### config.mk
export PLATFORM = sky130hd
export DESIGN_NAME = fetch_unit
export DESIGN_NICKNAME = d
export VERILOG_FILES = /design/src/rtl/cpu_pkg.sv /design/src/rtl/pc_counter.sv /design/src/rtl/fetch_unit.sv
export SDC_FILE = /design/constraint.sdc
export NUM_CORES = 1
export LEC_CHECK = 0
export ABC_AREA = 1
export BUFFER_PORTS_ARGS = -buffer_cell sky130_fd_sc_hd__buf_2
export CAP_MARGIN = 10
export CELL_PAD_IN_SITES_DETAIL_PLACEMENT = 0
export CELL_PAD_IN_SITES_GLOBAL_PLACEMENT = 1
export CORE_AREA = 2 2 66 81
export DETAILED_ROUTE_END_ITERATION = 16
export DIE_AREA = 0 0 68 83
export MAX_ROUTING_LAYER = met4
export PLACE_DENSITY_LB_ADDON = 0.1
export SYNTH_ARGS = -nofsm -noshare
export SYNTH_HDL_FRONTEND = slang
export SYNTH_SLANG_ARGS = --single-unit
export TNS_END_PERCENT = 50
### constraint.sdc
create_clock -name clk -period 1.74 [get_ports clk]
set_clock_uncertainty 0.05 [all_clocks]
set_input_delay 0.348 -clock clk [delete_from_list [all_inputs] [get_ports clk]]
set_output_delay 0.348 -clock clk [all_outputs]
set_load 0.05 [all_outputs]
### src/rtl/cpu_pkg.sv
`default_nettype none
// ============================================================================
// Module   : cpu_pkg
// Brief    : Shared widths and opcode encoding for the CPU fetch path.
// Revision : 1.0 - initial release
// ============================================================================
package cpu_pkg;

    localparam int ADDR_W = 13;
    localparam int DATA_W = 8;
    localparam int IR_W   = 16;

    typedef enum logic [2:0] {
        HLT  = 3'd0,
        SKZ  = 3'd1,
        ADD  = 3'd2,
        ANDD = 3'd3,
        XORR = 3'd4,
        LDA  = 3'd5,
        STO  = 3'd6,
        JMP  = 3'd7
    } opcode_t;

endpackage
`default_nettype wire

### src/rtl/pc_counter.sv
`default_nettype none
// ============================================================================
// Module   : pc_counter
// Brief    : 13-bit program counter with load priority over increment.
//            FETCH_PC_WRAP_EN adds a sticky wrap flag (0x1FFF -> 0x0000).
// Revision : 1.0 - initial release
// ============================================================================
module pc_counter
    import cpu_pkg::*;
(
    input  logic              clk,
    input  logic              rst_n,
    input  logic              inc,
    input  logic              load,
    input  logic [ADDR_W-1:0] load_val,
    output logic [ADDR_W-1:0] pc,
    output logic              wrap
);

    // Program counter: reset, then load beats increment.
    always_ff @(posedge clk) begin
        if (!rst_n) begin
            pc <= '0;
        end else if (load) begin
            pc <= load_val;
        end else if (inc) begin
            pc <= pc + {{(ADDR_W-1){1'b0}}, 1'b1};
        end
    end

`ifdef FETCH_PC_WRAP_EN
    // Sticky flag: set when an increment (not a load) rolls over the top address.
    always_ff @(posedge clk) begin
        if (!rst_n) begin
            wrap <= 1'b0;
        end else if (inc && !load && (pc == {ADDR_W{1'b1}})) begin
            wrap <= 1'b1;
        end
    end
`else
    assign wrap = 1'b0;
`endif

endmodule
`default_nettype wire

### src/rtl/fetch_unit.sv
`default_nettype none
// ============================================================================
// Module   : fetch_unit
// Brief    : Assembles 16-bit instructions from two byte reads (high byte
//            first), holds the PC and muxes the memory address.
//            Optional feature macro: FETCH_PC_WRAP_EN (adds pc_wrap output).
// Revision : 1.0 - initial release
// ============================================================================
module fetch_unit
    import cpu_pkg::*;
(
    input  logic              clk,
    input  logic              rst_n,
    input  logic [DATA_W-1:0] data,
    input  logic              rd,
    input  logic              load_ir,
    input  logic              inc_pc,
    input  logic              load_pc,
    input  logic              add_sel,
    output logic [2:0]        opcode,
    output logic [ADDR_W-1:0] ir_addr,
    output logic [ADDR_W-1:0] pc_addr,
    output logic [ADDR_W-1:0] addr,
    output logic              ir_valid
`ifdef FETCH_PC_WRAP_EN
    ,
    output logic              pc_wrap
`endif
);

    logic [IR_W-1:0]   ir;
    logic              bp;      // 0: expecting high byte, 1: expecting low byte
    logic [ADDR_W-1:0] pc;

    // Byte assembly: high byte then low byte; leaving load_ir low restarts at the
    // high byte, a read stall (rd=0) freezes the pointer and the register.
    always_ff @(posedge clk) begin
        if (!rst_n) begin
            ir       <= '0;
            bp       <= 1'b0;
            ir_valid <= 1'b0;
        end else begin
            ir_valid <= 1'b0;
            if (!load_ir) begin
                bp <= 1'b0;
            end else if (rd) begin
                if (!bp) begin
                    ir[IR_W-1 -: DATA_W] <= data;
                    bp                   <= 1'b1;
                end else begin
                    ir[DATA_W-1:0] <= data;
                    bp             <= 1'b0;
                    ir_valid       <= 1'b1;
                end
            end
        end
    end

`ifdef FETCH_PC_WRAP_EN
    pc_counter u_pc_counter (
        .clk      (clk),
        .rst_n    (rst_n),
        .inc      (inc_pc),
        .load     (load_pc),
        .load_val (ir_addr),
        .pc       (pc),
        .wrap     (pc_wrap)
    );
`else
    logic wrap_unused;

    pc_counter u_pc_counter (
        .clk      (clk),
        .rst_n    (rst_n),
        .inc      (inc_pc),
        .load     (load_pc),
        .load_val (ir_addr),
        .pc       (pc),
        .wrap     (wrap_unused)
    );
`endif

    assign opcode  = ir[IR_W-1 -: 3];
    assign ir_addr = ir[ADDR_W-1:0];
    assign pc_addr = pc;
    assign addr    = add_sel ? pc : ir_addr;

endmodule
`default_nettype wire

* After elaboration in Yosys (flattened, before gate mapping) *
Index checks and enable logic that the tools add are counted.

storage, ports and cells
  register bits = 31
  input bits = 15
  output and inout bits = 43
  logic and storage cells = 17

cells by class
  $add $sub $neg = 1
  mux-type cells = 5
  bitwise gates (word level) = 1
  reduce and logical (&&, ||, !) cells = 5

operators by type and width
  kind                                           number
  two-way mux 13 bit                             3
  adder 13 x 1 -> 13 bit, second input constant  1
  AND reduction 3 bit                            3
  two-way mux 1 bit                              2
  AND reduction 2 bit                            1
  nonzero test 2 bit                             1
  inverter 1 bit                                 1

* Longest topological paths before layout *
Gate-level depths: netlist of the first run.

  depth after elaboration = 3
  mapped depth = 8
  depth with buffers taken out = 7

* Hierarchy *
From an unflattened synthesis of the first run, not the netlist that was laid out.

second synthesis, totals
  cells, all modules = 255
  area total of the unflattened synthesis = 1,676.6 sq um

modules (own cells, without submodules)
  module      times used  cells an instance  area each (sq um)  sequential area each (sq um)
  fetch_unit  1           138                867.1              360.3
  pc_counter  1           117                809.5              260.2

* Least setup slack after synthesis of the first run *
Ideal clock, no wire load.

  kind = register -> output
  start point = register ir[0]
  end point = output addr[0]
  arrival = 1.851 ns
  setup slack = -0.509 ns
  stages on the path, launching flop included = 3
  path through = dfxtp_1 > inv_1 > o21ai_0

between the ends
  cells in the longest elaborated chain, start to end = 1

ends and longest elaborated chain
  item                             line              text
  start, declared                  fetch_unit.sv:31  logic [IR_W-1:0] ir;
  start signal, assigned by index  fetch_unit.sv:48  ir[IR_W-1 -: DATA_W] <= data;
  start signal, assigned by index  fetch_unit.sv:51  ir[DATA_W-1:0] <= data;
  two-way mux 13 bit               fetch_unit.sv:86  assign addr = add_sel ? pc : ir_addr;
  end, declared                    fetch_unit.sv:23  output logic [ADDR_W-1:0] addr,

No other way between the ends.

* Worst setup path in the final report of the first run *
  start point = input add_sel
  end point = output addr[7]

between the ends
  cells in the longest elaborated chain, start to end = 1

ends and longest elaborated chain
  item                line              text
  start, declared     fetch_unit.sv:19  input logic add_sel,
  two-way mux 13 bit  fetch_unit.sv:86

No other way between the ends.

==> results of run 1 <==
## cell families after synthesis
kind of cell,share of synthesized area (%)
fa+ha+maj,0.8076
xor+xnor,3.393
simple gates,22.13
compound gates,23.99
buf+inv,9.612
flops,40.06
## sequential cells by signal, indices dropped and copies added (netlist names)
signal,flops
u_pc_counter.pc,13
bp,1
ir,16
ir_valid,1
## cell usage after synthesis, drive strengths merged
master and count:
nand2 40, o21ai 34, dfxtp 31, inv 29, a21oi 27, nand3 14, nor2 12, a22oi 6
xor2 5, buf 4, clkbuf 4, nand4 4, a31oi 1, ha 1, nand3b 1, o221ai 1
o22ai 1, xnor2 1
## stage by stage
stage	hold WS (ns)	power [mW]
global placement	0.3848	1.136
finish	0.2636	1.622
global route	0.2927	1.697
detailed placement	0.3859	1.136
floorplan	0.4166	1.033
CTS	0.2586	1.640
## layer usage
metal	wire length [um]	track usage, %	up-vias	share of wire [%]
li1	-	-	845	-
met1	2061	22.34	724	45
met2	2339	28.33	33	51
met3	157	3.523	6	3.4
met4	68	5.636	0	1.5
met5	0	-	-	0
## worst register-to-register path: cells and delay by family, from the launching register on
kind	cells	cell delay, ns
and+or+nand+nor	3	0.44
DFF	1	0.52
xor gates and xnor gates	1	0.14
AOI/OAI and AO/OA	1	0.07
## power by group
part / internal [mW] / switching (mW) / leakage (nW)
sequential: 0.741 / 0.0315 / 0.253
combinational: 0.0819 / 0.263 / 0.592
clock: 0.266 / 0.239 / 0.0371
## worst max-delay path by stage
stage / from / endpoint / slack (ns) / depth (start not counted)
finish: add_sel / addr[7] / 0.08 / 4
global route: add_sel / addr[7] / 0.0001 / 4
CTS: add_sel / addr[7] / 0.09 / 4
detailed placement: add_sel / addr[8] / 0.09 / 4
global placement: add_sel / addr[7] / 0.09 / 4
floorplan: ir[9]$_SDFFE_PN0P_ / addr[9] / -0.12 / 2
## layout make-up
cell class / count / area, um2
well taps: 60 / 75.07
inverters: 29 / 111.4
fillers: 526 / 2838
multi-input cells: 148 / 802.0
repair buffers: 61 / 315.3
flip-flops and latches: 31 / 620.6
clock buffers: 6 / 72.57
==> out/qor.txt, run 1 <==
Final Slew Violations = 0
FF-to-FF Start = u_pc_counter.pc[2]$_SDFFE_PN0P_
Unrepaired setup endpoints after global routing = no
Initial antenna violation count = 0
Largest cells by area after synthesis = dfxtp_1 40%, o21ai_0 9.7%, nand2_1 9.5%
DRT Pass-1 Iters = 4
Total number of vias = 1608
Crit path required time = 1.34 ns
Hold/Removal Path Class = primary input to register
CP max-delay cell = buf_2
Slew @ Worst Pin = 0.4828 ns
Post-synthesis cell type count = 26
N_diodes = 0
Final setup vio count = 0
Commonest non-fill, non-tap cell in the layout = buf_2
Die area = 0.005644 mm2
Pre-CTS setup slack = 0.09115 ns
Post_cts resized = 0
Iter 0 DRT Violations = 44
Worst reg2reg path depth = 5
Wire per inst = 13.81 um
DR vias/cell = 4.800
Worst setup EP type = output port
CTS Buf Count = 5
Hpwl dp = 3.667 mm
Sequential fraction of the synthesis area = 40.06%
Status = finished, final reports clean
Slew margin rel. = 67.81%
Fin area = 0.001997 mm2
Post-synthesis cell area = 0.001549 mm2
CP cell instances = buf_2 -> nand2_1 -> o21ai_1 -> buf_2
Min cycle time layout = 1.656 ns
Height of the die = 83 um
Hold EP = bp$_SDFFE_PN0P_
# Post-CTS Setup Buffers = 0
Synthesis-stage register bit count = 31
Global route total overflow = 0
Placement Cell Area = 0.001924 mm2
Post-Layout Cell Count = 335
Crit-path most repeated cell = buf_2
Maxcap violations = 0
Post-CTS Hold Fix Bufs = 0
Reg2Reg Setup Slack = 0.40 ns
Fmax = 604.0 MHz
DRT antenna net count = 0
Most frequent cells in the layout = 57 x buf_2, 39 x nand2_1, 31 x dfxtp_1
GRT Util Overall = 17.82%
I/O Buffers = 57
Worst IR drop on VDD = 0.5364 mV
CTS sink count = 31
Clk buf depth = 2
Starting Density = 32.04%
Share of the synthesized area in the top cell type = 40.06%
Htree depth = 2
Total Nets Final = 292
Vias in the first global route = 1491
Routability cong. = 0.8304
Setup TNS = 0 ns
Final wirelength = 4.626 mm
Layout cell share with drive strength beyond 1 = 30.18%
Layout area overhead = 28.92%
Hold Fails Final Rpt = 0
Family with the most delay on the worst path = buffers and inverters
Worst Path Max Fanout = 26
Leakage = 0.8826 nW
Mean Syn Cell Area = 7.171 um2
Post-Synthesis Cells = 216
Area leader, netlist = dfxtp_1
Critical path class = primary input to output port
Core Util, Final = 41.30%
Final worst path period share = 95.16%
Crit start category = primary input
Largest net degree at the start of global routing = 27
CTS tree = built
Root buf cell = clkbuf_8
Worst path bufs/invs = 2
Reg2Reg Capture Point = u_pc_counter.pc[8]$_SDFFE_PN0P_
Die width = 68 um
CP arrival = 1.26 ns
Setup slack after layout = 0.08428 ns
Syn_nets = 232
Row Count = 28
Core outline area = 0.004835 mm2
Pwr Density = 812.4 mW/mm2
Crit path largest cell delay = 0.39 ns
I/O pin cnt = 58
Yosys warns = 0
First-pass GRT wire length = 7.424 mm
Hold Path Depth = 3
Post-Place Cells = 329
DRC errors left = 0
Skew-Pair Late Insertion Delay = 0.27 ns
Reg clk slew, reported paths = 0.06 ns
Hold Startpoint = load_ir
(Power assumes the default switching activity.)
==> run 2, diff against run 1 <==
--- a/config.mk
+++ b/config.mk
@@ -6,13 +6,13 @@
 export NUM_CORES = 1
 export LEC_CHECK = 0
 export ABC_AREA = 1
-export BUFFER_PORTS_ARGS = -buffer_cell sky130_fd_sc_hd__buf_2
 export CAP_MARGIN = 10
 export CELL_PAD_IN_SITES_DETAIL_PLACEMENT = 0
 export CELL_PAD_IN_SITES_GLOBAL_PLACEMENT = 1
-export CORE_AREA = 2 2 66 81
+export CORE_AREA = 2 2 59 72
 export DETAILED_ROUTE_END_ITERATION = 16
-export DIE_AREA = 0 0 68 83
+export DIE_AREA = 0 0 61 74
+export DONT_BUFFER_PORTS = 1
 export MAX_ROUTING_LAYER = met4
 export PLACE_DENSITY_LB_ADDON = 0.1
 export SYNTH_ARGS = -nofsm -noshare
==> run 2 against run 1 <==
  * Sequential share of layout area fell by 1.2 points
  * Die area is 20% lower
  * First-iteration DRC count is 100% higher
  * Cell area increased by 4.0%
  * Maximum frequency grew 2.9%
  * Worst setup slack improved by 0.046 ns
  * Global-route usage grew 3.3 points
==> out/qor.txt, run 2 (synthesis results as in run 1) <==
Sw frac = 30.97%
Pwr Density = 839.6 mW/mm2
I/O pin cnt = 58
Worst reg2reg path depth = 6
Post-CTS Hold Fix Bufs = 0
Root buf cell = clkbuf_8
Worst IR drop on VDD = 0.6114 mV
CTS tree = built
Clk buf depth = 2
Starting Density = 40.26%
Switching power = 0.5400 mW
Final wirelength = 4.457 mm
# Post-CTS Setup Buffers = 0
CP cell instances = buf_4 -> nand2_1 -> o21ai_2 -> buf_12
Leading registers by flop count = ir (16), u_pc_counter.pc (13)
Reg clk slew, reported paths = 0.06 ns
Crit path largest cell delay = 0.35 ns
Die area = 0.004514 mm2
DR vias/cell = 5.116
GRT Util Overall = 21.09%
Wire per inst = 14.38 um
Clock Power Share = 36.2%
Hpwl dp = 3.394 mm
CP arrival = 1.21 ns
Height of the die = 74 um
Most frequent cells in the layout = 39 x nand2_1, 34 x buf_4, 31 x dfxtp_1
Crit path required time = 1.34 ns
Slew margin rel. = 64.08%
Final Slew Violations = 0
Worst setup EP type = output port
Comb power frac = 18.6%
Crit start category = register
Initial antenna violation count = 0
Final setup vio count = 0
Global route total overflow = 0
Design Power = 1.744 mW
Hold Startpoint = rst_n
DRT antenna net count = 0
Critical path class = register to output port
Reg2Reg Setup Slack = 0.27 ns
CTS sink count = 31
Hold Fails Final Rpt = 0
Hold/Removal Path Class = primary input to register
CP max-delay cell = dfxtp_1
Vias in the first global route = 1435
Maxcap violations = 0
DRT Pass-1 Iters = 5
Min Hold Slack = 0.1139 ns
CTS Buf Count = 5
Hold EP = u_pc_counter.pc[0]$_SDFFE_PN0P_
Post_cts resized = 0
Htree depth = 2
Reg2Reg Capture Point = u_pc_counter.pc[8]$_SDFFE_PN0P_
Largest reg by FF count = ir
Row Count = 25
Total Nets Final = 271
N_diodes = 0
Slew @ Worst Pin = 0.5372 ns
First-pass GRT wire length = 6.803 mm
Fmax = 621.3 MHz
I/O Buffers = 0
Cell Int Power = 1.204 mW
Iter 0 DRT Violations = 89
Status = finished, final reports clean
Total number of vias = 1586
Core outline area = 0.003847 mm2
Largest net degree at the start of global routing = 27
Hold Path Depth = 2
Layout cell share with drive strength beyond 1 = 25.00%
Die width = 61 um
Leakage = 0.8240 nW
DRC errors left = 0
Worst Path Max Fanout = 6
Skew-Pair Late Insertion Delay = 0.28 ns
Unrepaired setup endpoints after global routing = no
Layout area overhead = 34.09%
Max reg flops = 16
Routability cong. = 0.8196
Min cycle time layout = 1.609 ns
FF-to-FF Start = u_pc_counter.pc[1]$_SDFFE_PN0P_
Power share of the sequential group = 45.2%
Commonest non-fill, non-tap cell in the layout = nand2_1
Final worst path period share = 92.49%
[run 2: changes by cell type in the layout (fill, tap and decap cells not counted), sizes merged]
cell	delta
buf	-21
clkbuf	+2
[run 2: power by group through the flow]
stage,clock [mW],combinational [mW],sequential (mW)
6_report,0.631,0.325,0.788
3_5_place_dp,0,0.326,0.804
4_1_cts,0.636,0.327,0.788
3_3_place_gp,0,0.325,0.802
2_1_floorplan,0,0.149,0.885
5_1_grt,0.660,0.344,0.791
[run 2: worst max path at each step]
stage / from / to / cells past startpoint
2_1_floorplan: ir[9]$_SDFFE_PN0P_ / addr[9] / 2
3_3_place_gp: bp$_SDFFE_PN0P_ / ir[10]$_SDFFE_PN0P_ / 3
3_5_place_dp: u_pc_counter.pc[1]$_SDFFE_PN0P_ / u_pc_counter.pc[8]$_SDFFE_PN0P_ / 6
4_1_cts: u_pc_counter.pc[0]$_SDFFE_PN0P_ / addr[0] / 4
5_1_grt: u_pc_counter.pc[2]$_SDFFE_PN0P_ / addr[2] / 3
6_report: u_pc_counter.pc[0]$_SDFFE_PN0P_ / addr[0] / 4
[run 2: metal layers]
layer  track usage (%)  part of all wire (%)  wire length [um]
met5                 -                     0                 0
met4             9.179                   2.5               110
met3             5.913                   6.6               293
met2             32.50                    49              2191
met1             25.54                    42              1861
[run 2: metrics by stage]
stage	area, um2	instances	TNS (ns)	utilization [%]	setup slack (ns)
3_5_place_dp	1977	302	0	51.38	0.2845
6_report	2077	310	0	53.98	0.1306
4_1_cts	2077	310	0	53.98	0.1331
3_3_place_gp	1977	302	0	51.38	0.3669
5_1_grt	2077	310	0	53.98	0.08435
2_1_floorplan	1572	216	-0.8469	-	-0.1238
[run 2: area by class of cell]
| class | count | area, um2 |
|---|---|---|
| Clock buffer | 8 | 100.1 |
| Fill cell | 385 | 1770 |
| Multi-Input combinational cell | 148 | 802.0 |
| Sequential cell | 31 | 620.6 |
| Timing Repair Buffer | 40 | 375.4 |
| Inverter | 29 | 111.4 |
| Tap cell | 54 | 67.56 |
[run 2: critical path, delay by kind of cell (launching register included)]
kind            cells  cell delay (ns)
buf+inv             2             0.40
simple gates        1             0.09
compound gates      1             0.09
flops               1             0.35
